File: src/rtl/segment_transition_ctl_if.sv
// Request/status bundle between the controller register file, index generator and
// segment_transition_ctl. master = controller side, slave = sequencer.
interface segment_transition_ctl_if #(
    parameter int NUM_SEGMENT = 4,
    parameter int SEG_W       = $clog2(NUM_SEGMENT),
    parameter int REP_W       = 16,
    parameter int NUM_GPIO    = 4
);
    logic                         UPDATE;
    logic [SEG_W-1:0]             REQ_SEGMENT;
    logic [7:0]                   TRANSITION_MODE;
    logic [63:0]                  TRANSITION_VALUE;
    logic [NUM_SEGMENT*REP_W-1:0] REP;
    logic                         IDX_WRAP;
    logic [63:0]                  SYS_TIME;
    logic [NUM_GPIO-1:0]          GPIO_IN;
    logic [SEG_W-1:0]             SEGMENT;
    logic                         SEG_CHANGE;
    logic                         STOP;
    logic                         BUSY;
    logic                         ERR;
    logic [REP_W-1:0]             LOOP_CNT;

    modport master (
        output UPDATE, REQ_SEGMENT, TRANSITION_MODE, TRANSITION_VALUE, REP,
               IDX_WRAP, SYS_TIME, GPIO_IN,
        input  SEGMENT, SEG_CHANGE, STOP, BUSY, ERR, LOOP_CNT
    );

    modport slave (
        input  UPDATE, REQ_SEGMENT, TRANSITION_MODE, TRANSITION_VALUE, REP,
               IDX_WRAP, SYS_TIME, GPIO_IN,
        output SEGMENT, SEG_CHANGE, STOP, BUSY, ERR, LOOP_CNT
    );
endinterface

File: src/rtl/segment_transition_ctl.sv
// Per-stream N-segment sequencer: pending switch request, transition triggers, loop counting,
// auto-advance and finite-repetition stop. GPIO trigger built only with SEGMENT_TRANSITION_GPIO_EN.
module segment_transition_ctl #(
    parameter int NUM_SEGMENT = 4,
    parameter int SEG_W       = $clog2(NUM_SEGMENT),
    parameter int REP_W       = 16,
    parameter int NUM_GPIO    = 4
) (
    input logic                    CLK,
    input logic                    RESET_N,
    segment_transition_ctl_if.slave bus
);
    localparam logic [7:0] MODE_SYNC_IDX  = 8'h00;
    localparam logic [7:0] MODE_SYS_TIME  = 8'h01;
    localparam logic [7:0] MODE_GPIO      = 8'h02;
    localparam logic [7:0] MODE_EXT       = 8'hF0;
    localparam logic [7:0] MODE_IMMEDIATE = 8'hFF;

    typedef enum logic [1:0] {ST_RUN, ST_PEND, ST_STOPPED} state_t;

    typedef struct packed {
        logic [SEG_W-1:0] seg;
        logic [7:0]       mode;
        logic [63:0]      val;
    } pend_req_t;

    state_t           state, state_nxt;
    pend_req_t        pend;
    logic [SEG_W-1:0] segment, seg_inc;
    logic             seg_change, stop, err, auto_adv, busy;
    logic [REP_W-1:0] loop_cnt, cnt_inc, rep_cur;
    logic [63:0]      sys_time_q;
    logic             mode_ok, seg_ok, upd_ok, upd_bad;
    logic             trig_cond, take, wrap_cnt, exhaust, adv;
    logic             gpio_hit;

    // Request validation
    always_comb begin
        mode_ok = 1'b0;
        case (bus.TRANSITION_MODE)
            MODE_SYNC_IDX, MODE_SYS_TIME, MODE_EXT, MODE_IMMEDIATE: mode_ok = 1'b1;
`ifdef SEGMENT_TRANSITION_GPIO_EN
            MODE_GPIO: mode_ok = 1'b1;
`endif
            default: mode_ok = 1'b0;
        endcase
    end

    assign seg_ok  = {1'b0, bus.REQ_SEGMENT} < (SEG_W+1)'(NUM_SEGMENT);
    assign upd_ok  = bus.UPDATE && mode_ok && seg_ok;
    assign upd_bad = bus.UPDATE && !upd_ok;

`ifdef SEGMENT_TRANSITION_GPIO_EN
    logic [NUM_GPIO-1:0] gpio_s1, gpio_s2, gpio_s3, gpio_rise;

    // 2-flop synchroniser, history flop, registered rising edge
    always_ff @(posedge CLK) begin
        if (!RESET_N) begin
            gpio_s1   <= '0;
            gpio_s2   <= '0;
            gpio_s3   <= '0;
            gpio_rise <= '0;
        end else begin
            gpio_s1   <= bus.GPIO_IN;
            gpio_s2   <= gpio_s1;
            gpio_s3   <= gpio_s2;
            gpio_rise <= gpio_s2 & ~gpio_s3;
        end
    end

    always_comb begin
        gpio_hit = 1'b0;
        for (int i = 0; i < NUM_GPIO; i++)
            if (i < 4 && pend.val[1:0] == 2'(i)) gpio_hit = gpio_rise[i];
    end
`else
    logic gpio_unused;
    assign gpio_unused = ^bus.GPIO_IN;
    assign gpio_hit    = 1'b0;
`endif

    always_comb begin
        trig_cond = 1'b0;
        case (pend.mode)
            MODE_SYNC_IDX:            trig_cond = bus.IDX_WRAP;
            MODE_SYS_TIME:            trig_cond = sys_time_q >= pend.val;
            MODE_GPIO:                trig_cond = gpio_hit;
            MODE_EXT, MODE_IMMEDIATE: trig_cond = 1'b1;
            default:                  trig_cond = 1'b0;
        endcase
    end

    always_comb begin
        rep_cur = '0;
        for (int k = 0; k < NUM_SEGMENT; k++)
            if (segment == SEG_W'(k)) rep_cur = bus.REP[k*REP_W +: REP_W];
    end

    // A fresh UPDATE always beats a trigger of the older pending request
    assign take     = (state == ST_PEND) && trig_cond && !upd_ok;
    assign cnt_inc  = (&loop_cnt) ? loop_cnt : loop_cnt + 1'b1;
    assign wrap_cnt = bus.IDX_WRAP && (state != ST_STOPPED);
    assign exhaust  = wrap_cnt && !(&rep_cur) && (cnt_inc == rep_cur + 1'b1);
    assign adv      = exhaust && auto_adv && (state == ST_RUN);
    assign seg_inc  = (segment == SEG_W'(NUM_SEGMENT-1)) ? '0 : segment + 1'b1;

    always_ff @(posedge CLK) begin
        if (!RESET_N) state <= ST_RUN;
        else          state <= state_nxt;
    end

    always_comb begin
        state_nxt = state;
        if (upd_ok)
            state_nxt = ST_PEND;
        else if (take)
            state_nxt = ST_RUN;
        else if (state == ST_RUN && exhaust && !auto_adv)
            state_nxt = ST_STOPPED;
    end

    always_ff @(posedge CLK) begin
        if (!RESET_N) begin
            pend       <= '0;
            segment    <= '0;
            seg_change <= 1'b0;
            stop       <= 1'b0;
            err        <= 1'b0;
            auto_adv   <= 1'b0;
            loop_cnt   <= '0;
            sys_time_q <= '0;
        end else begin
            sys_time_q <= bus.SYS_TIME;
            seg_change <= 1'b0;
            err        <= upd_bad;
            if (upd_ok)
                pend <= '{seg: bus.REQ_SEGMENT, mode: bus.TRANSITION_MODE, val: bus.TRANSITION_VALUE};
            if (take) begin
                segment    <= pend.seg;
                loop_cnt   <= '0;
                stop       <= 1'b0;
                seg_change <= 1'b1;
                auto_adv   <= (pend.mode == MODE_EXT);
            end else if (wrap_cnt) begin
                if (adv) begin
                    segment    <= seg_inc;
                    loop_cnt   <= '0;
                    seg_change <= 1'b1;
                end else begin
                    loop_cnt <= cnt_inc;
                    // in PEND an exhausted count only flags STOP; the pending switch clears it
                    if (exhaust) stop <= 1'b1;
                end
            end
        end
    end

    always_comb begin
        busy           = (state == ST_PEND);
        bus.BUSY       = busy;
        bus.SEGMENT    = segment;
        bus.SEG_CHANGE = seg_change;
        bus.STOP       = stop;
        bus.ERR        = err;
        bus.LOOP_CNT   = loop_cnt;
    end
endmodule

File: src/flat_wrapper.sv
// flat-port wrapper written by rule: the top's interface ports become plain ports
module segment_transition_ctl_flat 
#(
    parameter int NUM_SEGMENT = 4,
    parameter int SEG_W       = $clog2(NUM_SEGMENT),
    parameter int REP_W       = 16,
    parameter int NUM_GPIO    = 4
)
  (CLK, RESET_N, bus_UPDATE, bus_REQ_SEGMENT, bus_TRANSITION_MODE, bus_TRANSITION_VALUE, bus_REP, bus_IDX_WRAP, bus_SYS_TIME, bus_GPIO_IN, bus_SEGMENT, bus_SEG_CHANGE, bus_STOP, bus_BUSY, bus_ERR, bus_LOOP_CNT);
  segment_transition_ctl_if #(.NUM_SEGMENT(NUM_SEGMENT), .SEG_W(SEG_W), .REP_W(REP_W), .NUM_GPIO(NUM_GPIO)) bus_i ();
  input logic CLK;
  input logic RESET_N;
  input wire logic [$bits(bus_i.UPDATE)-1:0] bus_UPDATE;
  input wire logic [$bits(bus_i.REQ_SEGMENT)-1:0] bus_REQ_SEGMENT;
  input wire logic [$bits(bus_i.TRANSITION_MODE)-1:0] bus_TRANSITION_MODE;
  input wire logic [$bits(bus_i.TRANSITION_VALUE)-1:0] bus_TRANSITION_VALUE;
  input wire logic [$bits(bus_i.REP)-1:0] bus_REP;
  input wire logic [$bits(bus_i.IDX_WRAP)-1:0] bus_IDX_WRAP;
  input wire logic [$bits(bus_i.SYS_TIME)-1:0] bus_SYS_TIME;
  input wire logic [$bits(bus_i.GPIO_IN)-1:0] bus_GPIO_IN;
  output wire logic [$bits(bus_i.SEGMENT)-1:0] bus_SEGMENT;
  output wire logic [$bits(bus_i.SEG_CHANGE)-1:0] bus_SEG_CHANGE;
  output wire logic [$bits(bus_i.STOP)-1:0] bus_STOP;
  output wire logic [$bits(bus_i.BUSY)-1:0] bus_BUSY;
  output wire logic [$bits(bus_i.ERR)-1:0] bus_ERR;
  output wire logic [$bits(bus_i.LOOP_CNT)-1:0] bus_LOOP_CNT;
  assign bus_i.UPDATE = bus_UPDATE;
  assign bus_i.REQ_SEGMENT = bus_REQ_SEGMENT;
  assign bus_i.TRANSITION_MODE = bus_TRANSITION_MODE;
  assign bus_i.TRANSITION_VALUE = bus_TRANSITION_VALUE;
  assign bus_i.REP = bus_REP;
  assign bus_i.IDX_WRAP = bus_IDX_WRAP;
  assign bus_i.SYS_TIME = bus_SYS_TIME;
  assign bus_i.GPIO_IN = bus_GPIO_IN;
  assign bus_SEGMENT = bus_i.SEGMENT;
  assign bus_SEG_CHANGE = bus_i.SEG_CHANGE;
  assign bus_STOP = bus_i.STOP;
  assign bus_BUSY = bus_i.BUSY;
  assign bus_ERR = bus_i.ERR;
  assign bus_LOOP_CNT = bus_i.LOOP_CNT;
  segment_transition_ctl #(.NUM_SEGMENT(NUM_SEGMENT), .SEG_W(SEG_W), .REP_W(REP_W), .NUM_GPIO(NUM_GPIO)) u_core (.CLK(CLK), .RESET_N(RESET_N), .bus(bus_i));
endmodule
File: config.mk
export PLATFORM = sky130hd
export DESIGN_NAME = segment_transition_ctl_flat
export DESIGN_NICKNAME = d
export VERILOG_FILES = /design/src/rtl/segment_transition_ctl_if.sv /design/src/rtl/segment_transition_ctl.sv /design/src/flat_wrapper.sv
export SDC_FILE = /design/constraint.sdc
export NUM_CORES = 1
export LEC_CHECK = 0
export CORE_MARGIN = 2
export CORE_UTILIZATION = 50
export CTS_CLUSTER_DIAMETER = 80
export CTS_CLUSTER_SIZE = 12
export DETAILED_ROUTE_END_ITERATION = 8
export DONT_BUFFER_PORTS = 1
export HOLD_SLACK_MARGIN = 0.1
export PLACE_DENSITY = 0.67
export SLEW_MARGIN = 20
export SYNTH_ARGS = -nofsm -noshare
export SYNTH_HDL_FRONTEND = slang
export SYNTH_SLANG_ARGS = --single-unit
File: constraint.sdc
create_clock -name CLK -period 3.75 [get_ports CLK]
set_clock_uncertainty 0.1 [all_clocks]
set_input_delay 0.5625 -clock CLK [delete_from_list [all_inputs] [get_ports CLK]]
set_output_delay 0.5625 -clock CLK [all_outputs]
set_load 0.1 [all_outputs]
# [Yosys cells after proc, flatten, opt, wreduce, memory -nomap -nowiden]
# Cells that the tools add are included.
[totals] regBits=162 input_bits=210 output_inout_bits=22 word_cells=77
[classes] add_sub_neg=3 magnitude_cmp=1 eq_ne=12 mux=18 bitwise=2 n_reduce_logical=29
[ops] cell="$mux W16" n=6
[ops] cell="$ge A64 B64 Y1" n=1
[ops] cell="$add A16 B1 Y16 const B" n=2
[ops] cell="$eq A8 B8 Y1 const B" n=4
[ops] cell="$reduce_and A16 Y1" n=2
[ops] cell="$eq A16 B16 Y1" n=1
[ops] cell="$eq A8 B1 Y1 const B" n=2
[ops] cell="$logic_not A8 Y1" n=2
[ops] cell="$logic_and A1 B1 Y1" n=11
[ops] cell="$mux W2" n=4
[ops] cell="$mux W1" n=7
[ops] cell="$eq A2 B1 Y1 const B" n=2
[ops] cell="$eq A2 B2 Y1 const B" n=2
[ops] cell="$logic_not A2 Y1" n=2
[ops] cell="$reduce_bool A2 Y1" n=2
[ops] cell="$reduce_or A2 Y1" n=2
[ops] cell="$reduce_or A4 Y1" n=1
[ops] cell="$logic_not A1 Y1" n=3
[ops] cell="$pmux W1 S3" n=1
[ops] cell="$reduce_and A3 Y1" n=1
[ops] cell="$reduce_bool A3 Y1" n=1
[ops] cell="$reduce_or A3 Y1" n=1
[ops] cell="$add A2 B1 Y2 const B" n=1
[ops] cell="$ne A2 B2 Y1 const B" n=1
[ops] cell="2 further kinds" n=3

# [Depth between registers and ports, before layout]
# Gate-level depths: netlist of run 1.
[logic_depth] depth_word=14 ltp_mapped=18 depth_no_buf=16

# [Worst setup path after synthesis of run 1]
# OpenSTA, ideal clock, no wires.
[synth_timing] kind="reg-to-reg" start="register u_core.segment[1] (netlist: u_core.bus.SEGMENT[1])" end="register u_core.loop_cnt[6] (netlist: u_core.bus.LOOP_CNT[6])" setup_ps=133 arrival_time_ps=4224 required_time_ps=3517 setup_slack_ps=-707 stages_incl_launch_ff=18 path_buffers=3 period_less_slack_ps=4457 path_cell_list="dfxtp_1 -> inv_1 -> ha_1 -> and2b_1 -> buf_2 -> a22o_1 -> o221ai_1 -> inv_1 -> ha_1 -> nand4_1 -> clkbuf_1 -> or4_1 -> a211o_1 -> nor3_2 -> nand4_2 -> buf_6 -> nand3b_1 -> a31oi_1"
[synth_via] elab_chain_len=12 word_cells_on_any_way=17 classes_between="add/sub: 1; eq/ne: 4; mux: 5; reduce/logical: 7"
[synth_rtl] element="start: declaration" line="segment_transition_ctl.sv:29" rtl="logic [SEG_W-1:0] segment, seg_inc;"
[synth_rtl] element="start signal: assignment" line="segment_transition_ctl.sv:139" rtl="segment <= pend.seg;"
[synth_rtl] element="start signal: assignment" line="segment_transition_ctl.sv:146" rtl="segment <= seg_inc;"
[synth_rtl] element="$logic_not A2 Y1" line="segment_transition_ctl.sv:96" rtl="if (segment == SEG_W'(k)) rep_cur = bus.REP[k*REP_W +: REP_W];"
[synth_rtl] element="$mux W16 (3 in series)" line="segment_transition_ctl.sv:96"
[synth_rtl] element="$mux W16 (*)" line="segment_transition_ctl.sv:96"
[synth_rtl] element="branches (longest 3 deep; another with $add A16 B1 Y16)"
[synth_rtl] element="$logic_and A1 B1 Y1 (*)" line="segment_transition_ctl.sv:103" rtl="assign exhaust = wrap_cnt && !(&rep_cur) && (cnt_inc == rep_cur + 1'b1);"
[synth_rtl] element="$logic_and A1 B1 Y1 (*) (2 in series)" line="segment_transition_ctl.sv:104" rtl="assign adv = exhaust && auto_adv && (state == ST_RUN);"
[synth_rtl] element="$mux W16 (*)" line="segment_transition_ctl.sv:145" rtl="if (adv) begin"
[synth_rtl] element="end signal: assignment" line="segment_transition_ctl.sv:150" rtl="loop_cnt <= cnt_inc;"
[synth_rtl] element="end: declaration" line="segment_transition_ctl.sv:31" rtl="logic [REP_W-1:0] loop_cnt, cnt_inc, rep_cur;"
# Every way passes the cells marked *.
# A chain may end at the register's enable or synchronous reset.

# [Final worst setup path of run 1]
[layout_timing] start="register u_core.segment[1] (netlist: u_core.bus.SEGMENT[1])" end="register u_core.loop_cnt[14] (netlist: u_core.bus.LOOP_CNT[14])"
# The elaborated chain is that of the path after synthesis.

==> results.md, run 1 <==
- Worst min path class: input port to register
- Routed vias: between 7,000 and 8,000
- Final Cycle Share: 0.958
- RSZ-0062 raised after global routing: no
- Run status: finished clean
- Clock sink total: 162
- Top cells by area, synth: dfxtp_1, ha_1, nand2_1
- Nets: around 1,400
- Power density cells: roughly 390 mW/mm^2
- Number of flops mapped to enable cells by yosys: 0
- Worst-path clk slew: 70 ps
- Mean Syn Cell Area: 8.33 sq um
- Die Wd: 137 microns
- Post-detail-place hpwl: 16.3 mm
- Area after DPL: 0.00936 sq mm
- DP Cell Count: 1,281
- Flop-to-flop setup slack: 160 ps
- First-pass iteration count of the detailed router: 5
- Synthesized area: slightly below 0.009 sq mm
- Asr flop ratio synth: 0
- Synth Warn #: 0
- Final Cell Area: 0.0101 sq mm
- Worst-Margin Slew: 1050 ps
- Share of cells above drive strength 1: 0.136
- Initial antenna violation count: 7
- Leading area contributor after synthesis: dfxtp_1
- Final WL: 21.6 mm
- Startpoint types: register
- Highest Clock Rate: between 0.2 and 0.3 GHz
- Syn nets: approximately 1,300
- Reg-to-Reg End: u_core.bus.LOOP_CNT[14]$_SDFFE_PP0P_
- Critical Path Sink: u_core.bus.LOOP_CNT[14]$_SDFFE_PP0P_
- Drt wl/cell: 16.3 microns
- Sum Neg Setup Slack: 0 ps
- Core area: 0.0172 sq mm
- Rel. slew slack: 0.298
- Worst Setup SP: u_core.bus.SEGMENT[1]$_SDFFE_PN0P_
- Final setup violation count: 0
- R2r startpoint: u_core.bus.SEGMENT[1]$_SDFFE_PN0P_
- P&R area growth vs syn: 15.1%
- Grt ovf: 0
- Slew Viols, Final: 0
- Share of the synthesized area in the top cell type: 0.369
- Iter 0 DRT Violations: around 340
- DRC viols: 0
- Drt via density: 5.50
- Clock tree root buffer cell: clkbuf_16
- Initial core utilization: 0.510
- Post-synthesis cell type count: 75
- CP arrival: around 3800 ps
- Final hold viol count: 0
- Port Buffers: 0
- First-pass GRT wire length: 33.5 mm
- Crit path kind: register to register
- Vias in the first global route: 6,974
- Die area: roughly 0.019 sq mm
- Chip height: 137 microns
- GRT Total Usage: 0.230
- Max-Cap Viols: 0
- VDD IR-drop max: 0.000302 V
- Total CTS buffers: 17
- Reg2Reg Depth: 15
- Syn Inst Count: 1,055
- Commonest non-fill, non-tap cell in the layout: nand2_1
- Fillers: 1,578
- I/O pin cnt: about 230
- Worst Path Max Fanout: 21
- Final min period: 3590 ps
- Row count: 48
- Yosys reg bits: 162
- WP data required: between 3000 and 4000 ps
- Gp weighted congestion: 0.896
- Power, Total: roughly 4.0 mW
- Most frequent cells in the layout: nand2_1, dfxtp_1, inv_1
- Hold-fix buffers at CTS: 0
- Clk Latency, worst-skew pair: 420 ps
- Clock Tree Buf Depth: 2
- Setup crit end kind: register
- Seq/Total Area, Yosys: 0.369
- H-Tree Depth: 4
- CTS tree: yes
- Largest net degree at the start of global routing: 146
- Non-filler cells, final: 1,323
- Leakage: 3.73 nW
- Post-synth top flop: dfxtp_1
- ANT nets after route: 0
state kept, by name, indices dropped and copies added (netlist names):
| register | cells |
|---|---|
| u_core.bus.SEGMENT | 2 |
| u_core.sys_time_q | 64 |
| u_core.bus.SEG_CHANGE | 1 |
| u_core.auto_adv | 1 |
| u_core.state | 2 |
| u_core.bus.ERR | 1 |
| u_core.bus.LOOP_CNT | 16 |
| u_core.pend | 74 |
| u_core.bus.STOP | 1 |
critical path: stages (launching register included):
cell and delay [ps]:
dfxtp_4 360, inv_2 50, ha_4 150, and2b_4 300
buf_4 160, a221o_1 150, o221ai_2 120, or4_4 600
buf_4 170, o311a_1 340, a21oi_1 140, nor3_2 80
nand4_2 130, buf_12 170, or3b_1 350, a21oi_1 140
synthesized netlist by cell type (all sizes together) (17+ instances only):
library cell / n
xnor2: 21
nor2: 33
a21oi: 38
nand2: 175
buf: 17
inv: 82
and2: 68
a21o: 23
nand4: 27
a21boi: 78
nand3: 27
ha: 70
clkbuf: 40
dfxtp: 162
o21ai: 24
metrics by stage:
stage | utilization | hold slack [ps] | setup WS (ps)
6_report | 0.587 | 161 | 156
3_3_place_gp | 0.543 | 348 | 107
3_5_place_dp | 0.543 | 356 | 26.9
4_1_cts | 0.580 | 141 | 17.1
2_1_floorplan | - | 340 | 2.78
5_1_grt | 0.586 | 132 | 3.80
worst min-delay path by stage:
stage                                 startpoint                         endpoint  cells past startpoint
floorplan           u_core.pend[72]$_SDFFE_PN0P_     u_core.pend[72]$_SDFFE_PN0P_                      2
global placement    u_core.pend[72]$_SDFFE_PN0P_     u_core.pend[72]$_SDFFE_PN0P_                      2
detailed placement  u_core.pend[39]$_SDFFE_PN0P_     u_core.pend[39]$_SDFFE_PN0P_                      2
CTS                              bus_SYS_TIME[3]  u_core.sys_time_q[3]$_SDFF_PN0_                      1
global route                     bus_SYS_TIME[5]  u_core.sys_time_q[5]$_SDFF_PN0_                      1
finish                           bus_SYS_TIME[3]  u_core.sys_time_q[3]$_SDFF_PN0_                      1
repair_timing:
| item | in CTS | in global routing |
|---|---|---|
| resized for setup | 0 | 13 |
| buffers inserted | 0 | 3 |
| setup endpoints to repair | 0 | 21 |
power breakdown:
| group | internal (mW) | total [mW] | switching (mW) | leakage [nW] |
|---|---|---|---|---|
| clock | 1.09 | 1.85 | 0.760 | 0.318 |
| combinational | 0.158 | 0.325 | 0.168 | 2.08 |
| sequential | 1.76 | 1.78 | 0.0202 | 1.33 |
| total | 3.01 | 3.95 | 0.948 | 3.73 |
layer usage:
| metal | up-vias | routed length (microns) | GRT usage |
|---|---|---|---|
| met5 | - | 11 | 0 |
| li1 | 3712 | - | - |
| met1 | 3294 | 8910 | 0.262 |
| met2 | 227 | 10400 | 0.394 |
| met3 | 43 | 1570 | 0.0807 |
| met4 | 2 | 691 | 0.0874 |
kinds of logic after synthesis:
group,Yosys count,share of synthesized area
mux,9,0.0107
buf+inv,139,0.0632
flops,162,0.369
simple gates,412,0.234
compound gates,235,0.194
xor+xnor,28,0.0295
fa+ha+maj,70,0.0997
final cells by class:
type | count | area (sq um) | area share
clock buffer | 20 | 478 | 0.0473
multi-input combinational | 754 | 5100 | 0.504
tap | 225 | 282 | 0.0278
timing repair buffer | 61 | 499 | 0.0494
antenna | 7 | 17.5 | 0.00173
inverter | 82 | 308 | 0.0304
clock inverter | 12 | 155 | 0.0153
sequential | 162 | 3270 | 0.324
Power figures use the tool's default switching activity.
==> run 2, diff against run 1 <==
--- a/config.mk
+++ b/config.mk
@@ -12,7 +12,7 @@
 export DETAILED_ROUTE_END_ITERATION = 8
 export DONT_BUFFER_PORTS = 1
 export HOLD_SLACK_MARGIN = 0.1
-export PLACE_DENSITY = 0.67
+export PLACE_DENSITY = 0.68
 export SLEW_MARGIN = 20
 export SYNTH_ARGS = -nofsm -noshare
 export SYNTH_HDL_FRONTEND = slang
==> run 2 against run 1 <==
Compared with the run above:
- sequential power about the same
- final cell count up 0.91%
- first-iteration DRC count up 30%
- maximum frequency down 1.9%
- highest routed layer is now met4
- clock-buffer cell count down 1
- setup slack worse by 71 ps
- non-clock buffer count up 13
- combinational power up 2%
- die area unchanged
- clock power down 9%
==> results.md, run 2 (synthesis gave the netlist of run 1 again) <==
- Hold path cells: 1
- ANT nets after route: 0
- P&R area growth vs syn: 16.7%
- GRT Total Usage: 0.227
- Grt ovf: 0
- Most frequent cells in the layout: nand2_1, dfxtp_1, inv_1, a21boi_0, and2_1
- Power density cells: 371 mW/mm^2
- Gp weighted congestion: 0.874
- Vias in the first global route: about 7,000
- Worst-path clk slew: 70 ps
- Final WL: roughly 22 mm
- Worst Path Max Fanout: 6
- Worst-Margin Slew: 1050 ps
- Die Wd: 137 microns
- Core area: 0.0172 sq mm
- Flop-to-flop setup slack: roughly 85 ps
- Critical path depth: 15
- Commonest non-fill, non-tap cell in the layout: nand2_1
- Final Util: 0.595
- Slew Viols, Final: 0
- Post-detail-place hpwl: 16.2 mm
- Initial core utilization: 0.510
- Highest Clock Rate: roughly 0.27 GHz
- Drt via density: 5.55
- Iter 0 DRT Violations: 437
- Routed vias: 7,405
- Max-Cap Viols: 0
- Leakage: 3.79 nW
- Worst min path class: input port to register
- CTS tree: yes
- Rel. slew slack: 0.297
- H-Tree Depth: 4
- Top delay family on crit path: simple AND/OR/NAND/NOR gates
- Row count: 48
- Post-Route Hold Slack: approximately 170 ps
- I/O pin cnt: 232
- Initial antenna violation count: 5
- First-pass iteration count of the detailed router: 5
- Setup crit end kind: register
- Die area: 0.0186 sq mm
- Critical-path cell list: inv_4 > ha_4 > buf_12 > nand3b_1 > a311oi_4 > nand4_1 > or4b_1 > nand4_1 > mux2i_1 > nor4_2 > nand4_2 > buf_6 > buf_12 > or3b_1 > a21oi_2
- Final min period: 3660 ps
- CP arrival: slightly below 4000 ps
- Largest register by flop count: u_core.pend
- DRC viols: 0
- Clk Latency, worst-skew pair: between 400 and 500 ps
- Port Buffers: 0
- Pre-CTS WS: about 54 ps
- Final setup violation count: 0
- Final Cycle Share: 0.977
- Clock sink total: ~160
- Startpoint types: register
- Max reg flops: 74
- Run status: finished clean
- Clock tree root buffer cell: clkbuf_16
- First-pass GRT wire length: 33.3 mm
- Clock Tree Buf Depth: 2
- Nets: 1,372
- RSZ-0062 raised after global routing: yes
- VDD IR-drop max: ~0.0003 V
- Share of cells above drive strength 1: 0.155
- Final worst slack: 85.1 ps
- Final hold viol count: 0
- CP peak stage delay: 580 ps
- Chip height: 137 microns
- Reg2Reg Depth: 15
- Drt wl/cell: 16.5 microns
- WP data required: 3960 ps
- Largest net degree at the start of global routing: roughly 150
- Total CTS buffers: 17
- Worst path slowest cell: or4b_1
- Crit path kind: register to register
- Worst path bufs/invs: 4
==> run 2: changes by cell type in the layout (fill, tap and decap cells not counted), moves of 2 or more <==
cell / before / now
clkbuf_16: 18 / 20
buf_4: 57 / 63
a21oi_2: 1 / 4
diode_2: 7 / 5
buf_6: 1 / 4
inv_8: 6 / 1
ha_1: 68 / 65
a21oi_1: 37 / 34
clkinv_2: 2 / 4
inv_1: 79 / 77
ha_2: 1 / 3
inv_6: 2 / 6
==> run 2: layout make-up <==
type | count | area (sq um)
Multi-Input combinational cell | 755 | 5130
Sequential cell | 162 | 3270
Clock buffer | 19 | 453
Fill cell | 1560 | 6980
Inverter | 82 | 310
Clock inverter | 13 | 121
Timing Repair Buffer | 74 | 673
Tap cell | 225 | 282
Antenna cell | 5 | 12.5
==> run 2: worst reg2reg max path: stages, from the launching register on <==
cell	delay (ps)
dfxtp_4	370
inv_4	40
ha_4	170
buf_12	130
nand3b_1	200
a311oi_4	430
nand4_1	300
or4b_1	580
nand4_1	80
mux2i_1	100
nor4_2	370
nand4_2	180
buf_6	160
buf_12	130
or3b_1	170
a21oi_2	40
==> run 2: path summary, 6_finish.rpt <==
kind                                                              to                                from
worst max-delay path            u_core.bus.LOOP_CNT[14]$_SDFFE_PP0P_  u_core.bus.SEGMENT[1]$_SDFFE_PN0P_
worst min-delay path                 u_core.sys_time_q[7]$_SDFF_PN0_                     bus_SYS_TIME[7]
worst min register to register          u_core.pend[16]$_SDFFE_PN0P_        u_core.pend[16]$_SDFFE_PN0P_
worst max register to register  u_core.bus.LOOP_CNT[14]$_SDFFE_PP0P_  u_core.bus.SEGMENT[1]$_SDFFE_PN0P_
==> run 2: timing repair <==
item | in CTS | in global routing
setup endpoints to repair | 4 | 21
resized for setup | 1 | 29
cloned | 0 | 4
pin swaps | 0 | 16
hold buffers | 0 | 0
buffers inserted | 0 | 14
==> run 2: per-layer routing <==
layer  wire (microns)  global-route usage  vias up
met5                0                   0        -
met3             1720              0.0633       32
met1             9070               0.272     3399
met4              397              0.0747        0
met2            10800               0.393      236
li1                 -                   -     3738
==> run 2: metrics by stage <==
step           total power, mW  area, sq um  cells  setup TNS [ps]
2_1_floorplan             2.07         8870   1055               0
3_3_place_gp              2.13         9340   1280               0
3_5_place_dp              2.14         9340   1280               0
4_1_cts                   3.83         9920   1312               0
5_1_grt                   3.95        10300   1333            -351
6_report                  3.80        10300   1335               0
==> run 2: power by group <==
group          internal (mW)  switching (mW)  leakage, nW
Combinational          0.164           0.167         2.17
Clock                  0.962           0.725        0.287
Sequential              1.76          0.0199         1.33
Total                   2.89           0.913         3.79
==> run 3, diff against run 2 <==
--- a/config.mk
+++ b/config.mk
@@ -5,6 +5,7 @@
 export SDC_FILE = /design/constraint.sdc
 export NUM_CORES = 1
 export LEC_CHECK = 0
+export ABC_AREA = 1
 export CORE_MARGIN = 2
 export CORE_UTILIZATION = 50
 export CTS_CLUSTER_DIAMETER = 80
@@ -13,6 +14,7 @@
 export DONT_BUFFER_PORTS = 1
 export HOLD_SLACK_MARGIN = 0.1
 export PLACE_DENSITY = 0.68
+export SKIP_CTS_REPAIR_TIMING = 1
 export SLEW_MARGIN = 20
 export SYNTH_ARGS = -nofsm -noshare
 export SYNTH_HDL_FRONTEND = slang
==> run 3 against run 2 <==
Compared with the run above:
- area after synthesis is 4.2% higher
- die area is 4.0% higher
- final cell count up 19%
- first-iteration DRC count is 17% lower
- setup slack gained 360 ps
- sequential power hardly changed
- register-to-register slack better by 360 ps
- global-route usage fell by 1.0 points
- critical path type unchanged
- critical endpoint is now u_core.bus.SEGMENT[0]$_SDFFE_PN0P_
- largest cell class unchanged
- largest power group unchanged
- highest routed layer unchanged
==> results.md, run 3 <==
- Final Cycle Share: 0.880
- P&R area growth vs syn: 9.18%
- First-pass GRT wire length: approximately 35 mm
- Top cells by area, synth: dfxtp_1, nand2_1, ha_1
- Synth Warn #: 0
- Post-synthesis cell type count: 43
- Final hold viol count: 0
- Setup crit end kind: register
- Crit path kind: register to register
- Total CTS buffers: 17
- Final min period: 3300 ps
- Final setup violation count: 0
- Share of cells above drive strength 1: 0.0833
- Yosys reg bits: 162
- Sw frac: 0.265
- H-Tree Depth: 4
- Core area: 0.0180 sq mm
- Critical-path cell list: inv_1 > ha_1 > inv_4 > nand3_1 > nand2_1 > nand2_1 > nand2_4 > ha_1 > nand3_2 > nor2_1 > nand3_1 > nor2_1 > nand3_1 > nand2_1 > nand3_1 > nor2_1 > nand4_1 > buf_4 > nand3_1 > nand2_1 > nor2_1
- I/O pin cnt: 232
- Seq/Total Area, Yosys: 0.354
- Power density cells: around 400 mW/mm^2
- Seq pwr share: 0.459
- Die Wd: 139 microns
- Clock sink total: around 160
- Nets: 1,624
- Share of the synthesized area in the top cell type: 0.354
- Worst path bufs/invs: 3
- CP arrival: 3550 ps
- Grt ovf: 0
- VDD IR-drop max: 0.000317 V
- Largest net degree at the start of global routing: 141
- Post-synth top flop: dfxtp_1
- Critical path's most frequent cell: nand3_1
- Net Switching: 1.03 mW
- Sum Neg Setup Slack: 0 ps
- Mean Syn Cell Area: between 6 and 7 sq um
- Clock tree root buffer cell: clkbuf_16
- Syn nets: 1,626
- Die area: 0.0194 sq mm
- CP peak stage delay: 380 ps
- Slew Viols, Final: 0
- Number of flops mapped to enable cells by yosys: 0
- Routed vias: 8,061
- Highest Clock Rate: 0.303 GHz
- Syn Inst Count: 1,346
- Logic gate share of total power: 0.099
- Drt via density: 5.08
- Final WL: around 22 mm
- Drt wl/cell: 13.6 microns
- Worst-Margin Slew: 1010 ps
- First-pass iteration count of the detailed router: 5
- Startpoint types: register
- Most frequent cells in the layout: nand2_1, inv_1, dfxtp_1
- Pint: 2.87 mW
- Vias in the first global route: approximately 7,500
- WP data required: 4000 ps
- Port Buffers: 0
- Max-Cap Viols: 0
- Worst Path Max Fanout: 20
- Multi-input gate area: a little under 0.005 sq mm
- Power, Total: 3.90 mW
- Initial core utilization: 0.509
- Commonest non-fill, non-tap cell in the layout: nand2_1
- Row count: 49
- Post-detail-place hpwl: 16.6 mm
- Asr flop ratio synth: 0
- Max reg flops: 74
- Rel. slew slack: 0.327
- ANT nets after route: 0
- Leakage: 4.79 nW
- Gp weighted congestion: 0.908
- Top delay family on crit path: simple AND/OR/NAND/NOR gates
- Top-count cell post-synth: nand2_1
- RSZ-0062 raised after global routing: no
- Synthesized area: between 0.009 and 0.01 sq mm
- Run status: finished clean
- CTS tree: yes
- Clock share of power: 0.442
- Clock Tree Buf Depth: 2
- Fillers: 1,746
- Worst-path clk slew: approximately 70 ps
- Register Area: 0.00324 sq mm
- Leading area contributor after synthesis: dfxtp_1
- Diode count: 0
- Iter 0 DRT Violations: roughly 360
- Worst min path class: input port to register
- Worst path slowest cell: dfxtp_1
- Chip height: 139 microns
- DRC viols: 0
- GRT Total Usage: 0.217
- Largest register by flop count: u_core.pend
- Initial antenna violation count: 1
- Most common library cells after synthesis: nand2_1, inv_1, dfxtp_1, a21oi_1, nor2_1
- Clk Latency, worst-skew pair: 420 ps
-- run 3: changes by cell type after synthesis, sizes merged, moves of 66 or more --
cell / change
nand2: +169
inv: +143
a21oi: +112
a21boi: -78
nor2: +72
and2: -67
o21ai: +66
-- run 3: area by class of cell --
cell class | instances | area share
Sequential cell | 162 | 0.325
Inverter | 228 | 0.0865
Tap cell | 229 | 0.0287
Clock inverter | 12 | 0.0139
Clock buffer | 20 | 0.0447
Multi-Input combinational cell | 909 | 0.482
Timing Repair Buffer | 26 | 0.0195
-- run 3: worst paths after layout --
check / depth (start not counted) / endpoint / start / slack [ps]
worst max-delay path: 21 / u_core.bus.SEGMENT[0]$_SDFFE_PN0P_ / u_core.bus.SEGMENT[1]$_SDFFE_PN0P_ / 450
worst max register to register: 21 / u_core.bus.SEGMENT[0]$_SDFFE_PN0P_ / u_core.bus.SEGMENT[1]$_SDFFE_PN0P_ / 450
worst min register to register: 2 / u_core.pend[57]$_SDFFE_PN0P_ / u_core.pend[57]$_SDFFE_PN0P_ / 350
worst min-delay path: 2 / u_core.sys_time_q[42]$_SDFF_PN0_ / bus_SYS_TIME[42] / 130
-- run 3: power groups by stage --
stage                     Combinational (mW)  Clock (mW)  Sequential [mW]
after floorplan                        0.305           0             1.84
after global placement                 0.380           0             1.83
after detailed placement               0.386           0             1.83
after CTS                              0.389        1.76             1.79
after global routing                   0.448        1.84             1.80
final                                  0.387        1.72             1.79
-- run 3: cells by family after synthesis --
| group | after synthesis | share of synthesized area |
|---|---|---|
| buf+inv | 275 | 0.121 |
| xor+xnor | 6 | 0.00574 |
| compound gates | 252 | 0.142 |
| fa+ha+maj | 70 | 0.0957 |
| simple gates | 581 | 0.281 |
| flops | 162 | 0.354 |
-- run 3: metal layers --
layer,part of all wire,vias to the layer above,GRT usage
met2,0.48,235,0.379
met4,0.023,0,0.0734
met3,0.064,34,0.0564
li1,-,4294,-
met5,0,-,0
met1,0.44,3498,0.260
-- run 3: through the flow --
step	worst slack [ps]	std cells	area [sq um]	hold slack (ps)	util
detailed placement	498	1554	9400	347	0.523
finish	449	1586	9990	133	0.556
floorplan	186	1346	9150	333	-
global placement	546	1554	9400	344	0.523
global route	76.9	1586	9990	120	0.556
CTS	468	1586	9980	116	0.556
